$ cat config.mk
export PLATFORM = sky130hd
export DESIGN_NAME = uart_tx_queue_flat
export DESIGN_NICKNAME = d
export VERILOG_FILES = /design/src/rtl/uart_pkg.sv /design/src/rtl/uart_tx_queue_if.sv /design/src/rtl/uart_tx_queue_sync_fifo.sv /design/src/rtl/uart_tx_queue.sv /design/src/flat_wrapper.sv
export SDC_FILE = /design/constraint.sdc
export NUM_CORES = 1
export LEC_CHECK = 0
export BUFFER_PORTS_ARGS = -buffer_cell sky130_fd_sc_hd__buf_2
export CAP_MARGIN = 20
export CORE_UTILIZATION = 25
export DETAILED_ROUTE_END_ITERATION = 10
export RECOVER_POWER = 25
export SYNTH_ARGS = -nofsm -noshare
export SYNTH_HDL_FRONTEND = slang
export SYNTH_SLANG_ARGS = --single-unit
export TNS_END_PERCENT = 50
$ cat constraint.sdc
create_clock -name CLK -period 3.62 [get_ports CLK]
set_input_delay 0.181 -clock CLK [delete_from_list [all_inputs] [get_ports CLK]]
set_output_delay 0.181 -clock CLK [all_outputs]
set_load 0.02 [all_outputs]
$ cat src/rtl/uart_pkg.sv
// ============================================================================
// Module      : uart_pkg
// Description : Shared UART constants and the transmit-queue sequencer state
//               encoding.
// Revision    : 1.0 - initial release
// ============================================================================
`default_nettype none

package uart_pkg;

    localparam int CLK_FREQ      = 25000000;
    localparam int CLKS_PER_BIT  = 217;
    localparam int DEFAULT_DEPTH = 16;

    typedef enum logic [1:0] {
        ST_IDLE = 2'd0,
        ST_SEND = 2'd1,
        ST_BUSY = 2'd2,
        ST_GAP  = 2'd3
    } txq_state_t;

endpackage

`default_nettype wire

$ cat src/rtl/uart_tx_queue_if.sv
// ============================================================================
// Module      : uart_tx_queue_if
// Description : Producer write port, queue status and UART_TX handshake of
//               the transmit queue, bundled with master/slave views.
// Revision    : 1.0 - initial release
// ============================================================================
`default_nettype none

interface uart_tx_queue_if
    import uart_pkg::*;
#(
    parameter int DEPTH = DEFAULT_DEPTH,
    parameter int WIDTH = 8
);

    logic                     WR_EN;
    logic [WIDTH-1:0]         WR_DATA;
    logic                     FULL;
    logic                     EMPTY;
    logic [$clog2(DEPTH):0]   COUNT;
    logic                     TX_DV;
    logic [WIDTH-1:0]         TX_BYTE;
    logic                     TX_DONE;
    logic                     OVF;
    logic [7:0]               OVF_CNT;

    // master: producer logic plus the UART_TX side
    modport master (
        output WR_EN, WR_DATA, TX_DONE,
        input  FULL, EMPTY, COUNT, TX_DV, TX_BYTE, OVF, OVF_CNT
    );

    modport slave (
        input  WR_EN, WR_DATA, TX_DONE,
        output FULL, EMPTY, COUNT, TX_DV, TX_BYTE, OVF, OVF_CNT
    );

endinterface

`default_nettype wire

$ cat src/rtl/uart_tx_queue_sync_fifo.sv
// ============================================================================
// Module      : sync_fifo
// Description : Circular-buffer FIFO with registered count/full/empty and a
//               write-while-full (overflow) strobe.
// Revision    : 1.0 - initial release
// ============================================================================
`default_nettype none

module sync_fifo #(
    parameter  int DEPTH = 16,
    parameter  int WIDTH = 8,
    localparam int AW    = $clog2(DEPTH),
    localparam int CW    = AW + 1
) (
    input  wire logic             clk,
    input  wire logic             rst,
    input  wire logic             i_wr_en,
    input  wire logic [WIDTH-1:0] i_wr_data,
    input  wire logic             i_rd_en,
    output logic      [WIDTH-1:0] o_rd_data,
    output logic                  o_full,
    output logic                  o_empty,
    output logic      [CW-1:0]    o_count,
    output logic                  o_ovf
);

    logic [WIDTH-1:0] r_mem [DEPTH];
    logic [AW-1:0]    r_wr_ptr;
    logic [AW-1:0]    r_rd_ptr;
    logic [CW-1:0]    r_count;
    logic             r_full;
    logic             r_empty;
    logic [CW-1:0]    w_count_nxt;
    logic             w_push;
    logic             w_pop;

    // Full is judged on the registered count, so a write coinciding with a
    // pop from a full queue is still dropped.
    assign w_push      = i_wr_en && !r_full;
    assign w_pop       = i_rd_en && !r_empty;
    assign w_count_nxt = r_count + CW'(w_push) - CW'(w_pop);

    always_ff @(posedge clk) begin
        if (w_push) begin
            r_mem[r_wr_ptr] <= i_wr_data;
        end
    end

    always_ff @(posedge clk or posedge rst) begin
        if (rst) begin
            r_wr_ptr <= '0;
            r_rd_ptr <= '0;
            r_count  <= '0;
            r_full   <= 1'b0;
            r_empty  <= 1'b1;
        end else begin
            if (w_push) begin
                r_wr_ptr <= r_wr_ptr + AW'(1);
            end
            if (w_pop) begin
                r_rd_ptr <= r_rd_ptr + AW'(1);
            end
            r_count <= w_count_nxt;
            r_full  <= (w_count_nxt == CW'(DEPTH));
            r_empty <= (w_count_nxt == '0);
        end
    end

    assign o_rd_data = r_mem[r_rd_ptr];
    assign o_full    = r_full;
    assign o_empty   = r_empty;
    assign o_count   = r_count;
    assign o_ovf     = i_wr_en && r_full;

endmodule

`default_nettype wire

$ cat src/rtl/uart_tx_queue.sv
// ============================================================================
// Module      : uart_tx_queue
// Description : Byte queue and DV/Done sequencer feeding UART_TX. Define
//               UART_TXQ_OVF_CNT_EN to build the saturating drop counter.
// Revision    : 1.0 - initial release
// ============================================================================
`default_nettype none

module uart_tx_queue
    import uart_pkg::*;
#(
    parameter int DEPTH = DEFAULT_DEPTH,
    parameter int WIDTH = 8
) (
    input wire logic        CLK,
    input wire logic        RST,
    uart_tx_queue_if.slave  bus
);

    localparam int CW = $clog2(DEPTH) + 1;

    txq_state_t       r_state;
    txq_state_t       w_state_nxt;
    logic             w_pop;
    logic [WIDTH-1:0] w_rd_data;
    logic             w_full;
    logic             w_empty;
    logic [CW-1:0]    w_count;
    logic             w_ovf_evt;
    logic             r_tx_dv;
    logic [WIDTH-1:0] r_tx_byte;
    logic             r_ovf;

    sync_fifo #(
        .DEPTH (DEPTH),
        .WIDTH (WIDTH)
    ) u_fifo (
        .clk       (CLK),
        .rst       (RST),
        .i_wr_en   (bus.WR_EN),
        .i_wr_data (bus.WR_DATA),
        .i_rd_en   (w_pop),
        .o_rd_data (w_rd_data),
        .o_full    (w_full),
        .o_empty   (w_empty),
        .o_count   (w_count),
        .o_ovf     (w_ovf_evt)
    );

    always_ff @(posedge CLK or posedge RST) begin
        if (RST) begin
            r_state <= ST_IDLE;
        end else begin
            r_state <= w_state_nxt;
        end
    end

    // GAP gives UART_TX one cycle to leave its cleanup state before the next DV.
    always_comb begin
        w_state_nxt = r_state;
        w_pop       = 1'b0;
        case (r_state)
            ST_IDLE: begin
                if (!w_empty) begin
                    w_state_nxt = ST_SEND;
                    w_pop       = 1'b1;
                end
            end
            ST_SEND: w_state_nxt = ST_BUSY;
            ST_BUSY: begin
                if (bus.TX_DONE) begin
                    w_state_nxt = ST_GAP;
                end
            end
            ST_GAP:  w_state_nxt = ST_IDLE;
            default: w_state_nxt = ST_IDLE;
        endcase
    end

    always_ff @(posedge CLK or posedge RST) begin
        if (RST) begin
            r_tx_dv   <= 1'b0;
            r_tx_byte <= '0;
            r_ovf     <= 1'b0;
        end else begin
            r_tx_dv <= w_pop;
            if (w_pop) begin
                r_tx_byte <= w_rd_data;
            end
            if (w_ovf_evt) begin
                r_ovf <= 1'b1;
            end
        end
    end

`ifdef UART_TXQ_OVF_CNT_EN
    logic [7:0] r_ovf_cnt;

    always_ff @(posedge CLK or posedge RST) begin
        if (RST) begin
            r_ovf_cnt <= 8'd0;
        end else if (w_ovf_evt && (r_ovf_cnt != 8'hFF)) begin
            r_ovf_cnt <= r_ovf_cnt + 8'd1;
        end
    end

    assign bus.OVF_CNT = r_ovf_cnt;
`else
    assign bus.OVF_CNT = 8'd0;
`endif

    assign bus.FULL    = w_full;
    assign bus.EMPTY   = w_empty;
    assign bus.COUNT   = w_count;
    assign bus.TX_DV   = r_tx_dv;
    assign bus.TX_BYTE = r_tx_byte;
    assign bus.OVF     = r_ovf;

endmodule

`default_nettype wire

$ cat src/flat_wrapper.sv
// flat-port wrapper written by rule: the top's interface ports become plain ports
module uart_tx_queue_flat import uart_pkg::*;
#(
    parameter int DEPTH = DEFAULT_DEPTH,
    parameter int WIDTH = 8
)
  (CLK, RST, bus_WR_EN, bus_WR_DATA, bus_TX_DONE, bus_FULL, bus_EMPTY, bus_COUNT, bus_TX_DV, bus_TX_BYTE, bus_OVF, bus_OVF_CNT);
  uart_tx_queue_if #(.DEPTH(DEPTH), .WIDTH(WIDTH)) bus_i ();
  input wire logic CLK;
  input wire logic RST;
  input wire logic [$bits(bus_i.WR_EN)-1:0] bus_WR_EN;
  input wire logic [$bits(bus_i.WR_DATA)-1:0] bus_WR_DATA;
  input wire logic [$bits(bus_i.TX_DONE)-1:0] bus_TX_DONE;
  output wire logic [$bits(bus_i.FULL)-1:0] bus_FULL;
  output wire logic [$bits(bus_i.EMPTY)-1:0] bus_EMPTY;
  output wire logic [$bits(bus_i.COUNT)-1:0] bus_COUNT;
  output wire logic [$bits(bus_i.TX_DV)-1:0] bus_TX_DV;
  output wire logic [$bits(bus_i.TX_BYTE)-1:0] bus_TX_BYTE;
  output wire logic [$bits(bus_i.OVF)-1:0] bus_OVF;
  output wire logic [$bits(bus_i.OVF_CNT)-1:0] bus_OVF_CNT;
  assign bus_i.WR_EN = bus_WR_EN;
  assign bus_i.WR_DATA = bus_WR_DATA;
  assign bus_i.TX_DONE = bus_TX_DONE;
  assign bus_FULL = bus_i.FULL;
  assign bus_EMPTY = bus_i.EMPTY;
  assign bus_COUNT = bus_i.COUNT;
  assign bus_TX_DV = bus_i.TX_DV;
  assign bus_TX_BYTE = bus_i.TX_BYTE;
  assign bus_OVF = bus_i.OVF;
  assign bus_OVF_CNT = bus_i.OVF_CNT;
  uart_tx_queue #(.DEPTH(DEPTH), .WIDTH(WIDTH)) u_core (.CLK(CLK), .RST(RST), .bus(bus_i));
endmodule
==> impl_metrics.csv <==
group,metric,value,unit
status,status,"complete, no violations",
global_route,grt_pass1_wl,20930,um
detailed_routing,vias,3410,
timing,layout_min_cycle_time,3.014,ns
worst_setup_path,rrSetupSlack,0.61,ns
final_layout,finish.instance_area,7400,um2
worst_setup_path,crit_fanout,19,
final_layout,antenna_cells,0,
worst_setup_path,crit_start,"u_core.r_state[0]",
floorplan,die_h,162.1,um
job,maxCapViolations,0,
timing,hold_viol,0,
floorplan,rows,58,
final_layout,ff_latch_area,4524,um2
timing,relSlewSlack,41.05,%
final_layout,fill_cells,2473,
clocking,cts_tree,"built",
floorplan,initial_core_util,25.44,%
global_route,grt_max_degree,45,
yosys,synth_cell_type_count,36,
timing,drv_slew,0,
yosys,synth_seq_cells,155,
worst_setup_path,cp-endpoint,"u_core.u_fifo.o_full",
timing,clock_skew,0.007976,ns
yosys,yosysTopAreaCell,"edfxtp_1",
timing,rsz0062_at_grt,"no",
global_route,grt_pass1_vias,3548,
timing,tightest_slew,0.8843,ns
clocking,cts.clk_slew.worst_paths,0.06,ns
worst_setup_path,critPathKind,"reg -> reg",
placement,hpwl,8769,um
worst_setup_path,cp-start-kind,"flip-flop",
yosys,synth_area,6406,um2
floorplan,ios,37,
final_layout,final_common_cell,"edfxtp_1",
worst_setup_path,r2r_end,"u_core.u_fifo.o_full",
timing,fin_crit_sh,83.25,%
clocking,clockBufferDepth,2,
yosys,synthCells,414,
detailed_routing,wl,13430,um
power,peakVddDrop,0.3781,mV
clocking,root_buffer,"clkbuf_16",
floorplan,dieArea,26270,um2
timing,fin_tns_setup,0,ns
detailed_routing,ant_nets,0,
placement,gp_congestion,0.7868,
clocking,h-tree-depth,4,
yosys,ys_top_cells_by_area,"edfxtp_1, dfrtp_1, mux2i_1",
clocking,ctsHoldBuffers,1,
clocking,post_cts_resize_count,0,
final_layout,syn_to_final_growth,15.51,%
worst_setup_path,r2r_start,"u_core.r_state[0]",
hold_path,hold_class,"in -> reg",
worst_setup_path,worstPathArrival,3.33,ns
yosys,synth_top_area_share,60.00,%
clocking,post-cts-setup-buffers,0,
power,leakage,0.002706,uW
detailed_routing,drc,0,
final_layout,layout_common_cells,"edfxtp_1, mux2i_1, dfrtp_1",
yosys,ys_warn_count,0,
timing,setup_viol,0,
clocking,cts.sink_count,155,
clocking,clk_latency,0.42,ns
yosys,ys_seq_area_share,70.57,%
global_route,grt_overflow_total,0,
power,powerDensity,812.7,nW/um2
worst_setup_path,crit_path_end_kind,"flip-flop",
floorplan,core_area,25180,um2
placement,io_buffers,28,
detailed_routing,drt_pre_antenna_iters,4,
detailed_routing,post_drt_wl_per_cell,17.04,um
global_route,antenna_found_initial,0,
final_layout,fin_nets,471,
detailed_routing,avgViaCountPerCell,4.327,
timing,max_freq,0.3318,GHz
worst_setup_path,crit_required,3.94,ns
placement,placedInstanceArea,6800,um2
final_layout,multiInputGateArea,1635,um2
floorplan,die_w,162.1,um
worst_setup_path,reg2reg_depth,14,
clocking,cts_inserted_buffers,17,
detailed_routing,drt-initial-drc-count,265,
yosys,synth_area_per_cell,15.47,um2
global_route,grt_usage,11.01,%
final_layout,drive_above_1_share,12.23,%
## where the power goes
part | leakage (uW) | internal [uW] | switching (uW) | total [uW]
sequential | 0.00147 | 2240 | 298 | 2530
combinational | 0.000960 | 719 | 1090 | 1810
clock | 0.000276 | 1000 | 672 | 1670
total | 0.00271 | 3960 | 2060 | 6010
## synth_stat cells
cell type / n
and2_1: 16
buf_4: 12
inv_1: 15
a21boi_1: 1
buf_2: 8
nor2_1: 20
xnor2_1: 8
or2_1: 1
inv_2: 1
buf_6: 3
clkbuf_1: 2
xor2_1: 1
buf_8: 3
conb_1: 1
edfxtp_1: 128
nand2_1: 9
a22oi_1: 1
or3_1: 1
o21ai_1: 1
nor4_1: 18
nand4_1: 2
nor2b_1: 2
dfrtp_1: 26
o22ai_1: 24
mux2i_1: 64
and3_1: 2
dfstp_2: 1
a21o_1: 2
a211oi_1: 1
a21oi_1: 2
ha_1: 13
o21ai_0: 10
nor3_1: 9
nand2b_1: 3
nor3b_1: 2
fa_1: 1
## critical path: stages, from the launching register on
cell,delay (ns)
dfrtp_1,0.35
inv_1,0.08
ha_1,0.23
nand2b_1,0.08
buf_4,0.24
inv_2,0.17
ha_1,0.32
inv_1,0.06
ha_1,0.15
inv_1,0.05
fa_1,0.40
nor2b_1,0.14
o21ai_0,0.15
and3_1,0.24
nor4_1,0.26
## sequential cells by signal (all words and copies together) (netlist names)
register                flops
u_core.u_fifo.r_wr_ptr      4
u_core.u_fifo.r_mem       128
u_core.bus.TX_BYTE          8
u_core.u_fifo.o_count       5
u_core.bus.TX_DV            1
u_core.u_fifo.r_rd_ptr      4
u_core.bus.OVF              1
u_core.u_fifo.o_empty       1
u_core.u_fifo.o_full        1
u_core.r_state              2
## through the flow
step                      util (%)  total power, uW  hold slack (ns)  setup slack, ns  instances
after floorplan                  -             3904           0.2330           0.8784        421
after global placement       27.00             4291           0.3990           0.6702        753
after detailed placement     27.00             4383           0.4025           0.5964        753
after CTS                    29.27             6056          0.06691           0.5462        786
after global routing         29.38             6346           0.2153           0.2911        788
final                        29.38             6014           0.1997           0.6064        788
## per-layer routing
layer / global-route usage [%] / vias up / wire length (um)
met5: 0 / - / 0
met4: 3.688 / 0 / 153
met3: 3.371 / 11 / 722
met2: 17.64 / 81 / 6554
met1: 14.12 / 1716 / 6001
li1: - / 1602 / -
## worst min-delay path by stage
| stage | start | cells after the start | endpoint | slack [ns] |
|---|---|---|---|---|
| floorplan | RST | 1 | u_core.bus.OVF | 0.23 |
| global placement | bus_WR_EN | 2 | u_core.bus.OVF | 0.40 |
| detailed placement | bus_WR_EN | 2 | u_core.bus.OVF | 0.40 |
| CTS | RST | 2 | u_core.u_fifo.o_count[2] | 0.07 |
| global route | bus_WR_DATA[4] | 1 | u_core.u_fifo.r_mem[0][4] | 0.22 |
| finish | bus_TX_DONE | 5 | u_core.r_state[0] | 0.20 |
## kinds of logic after synthesis
logic type,after synthesis,share of synthesized area [%]
AO/OA/AOI/OAI,42,3.945
XOR/XNOR,9,1.231
adder cells (fa/ha/maj),14,2.852
buffers and inverters,44,4.316
flip-flops,155,70.57
multiplexers,64,10.00
other,1,0.05854
AND/OR/NAND/NOR,85,7.031
## cell type report
cell class / count / share of cell area (%)
multi-input combinational: 222 / 22.10
sequential: 155 / 61.14
clock buffer: 18 / 5.800
timing repair buffer: 33 / 2.807
inverter: 16 / 0.8116
tap: 330 / 5.580
clock inverter: 14 / 1.759
Note: power is estimated with default switching activity, not from simulation.
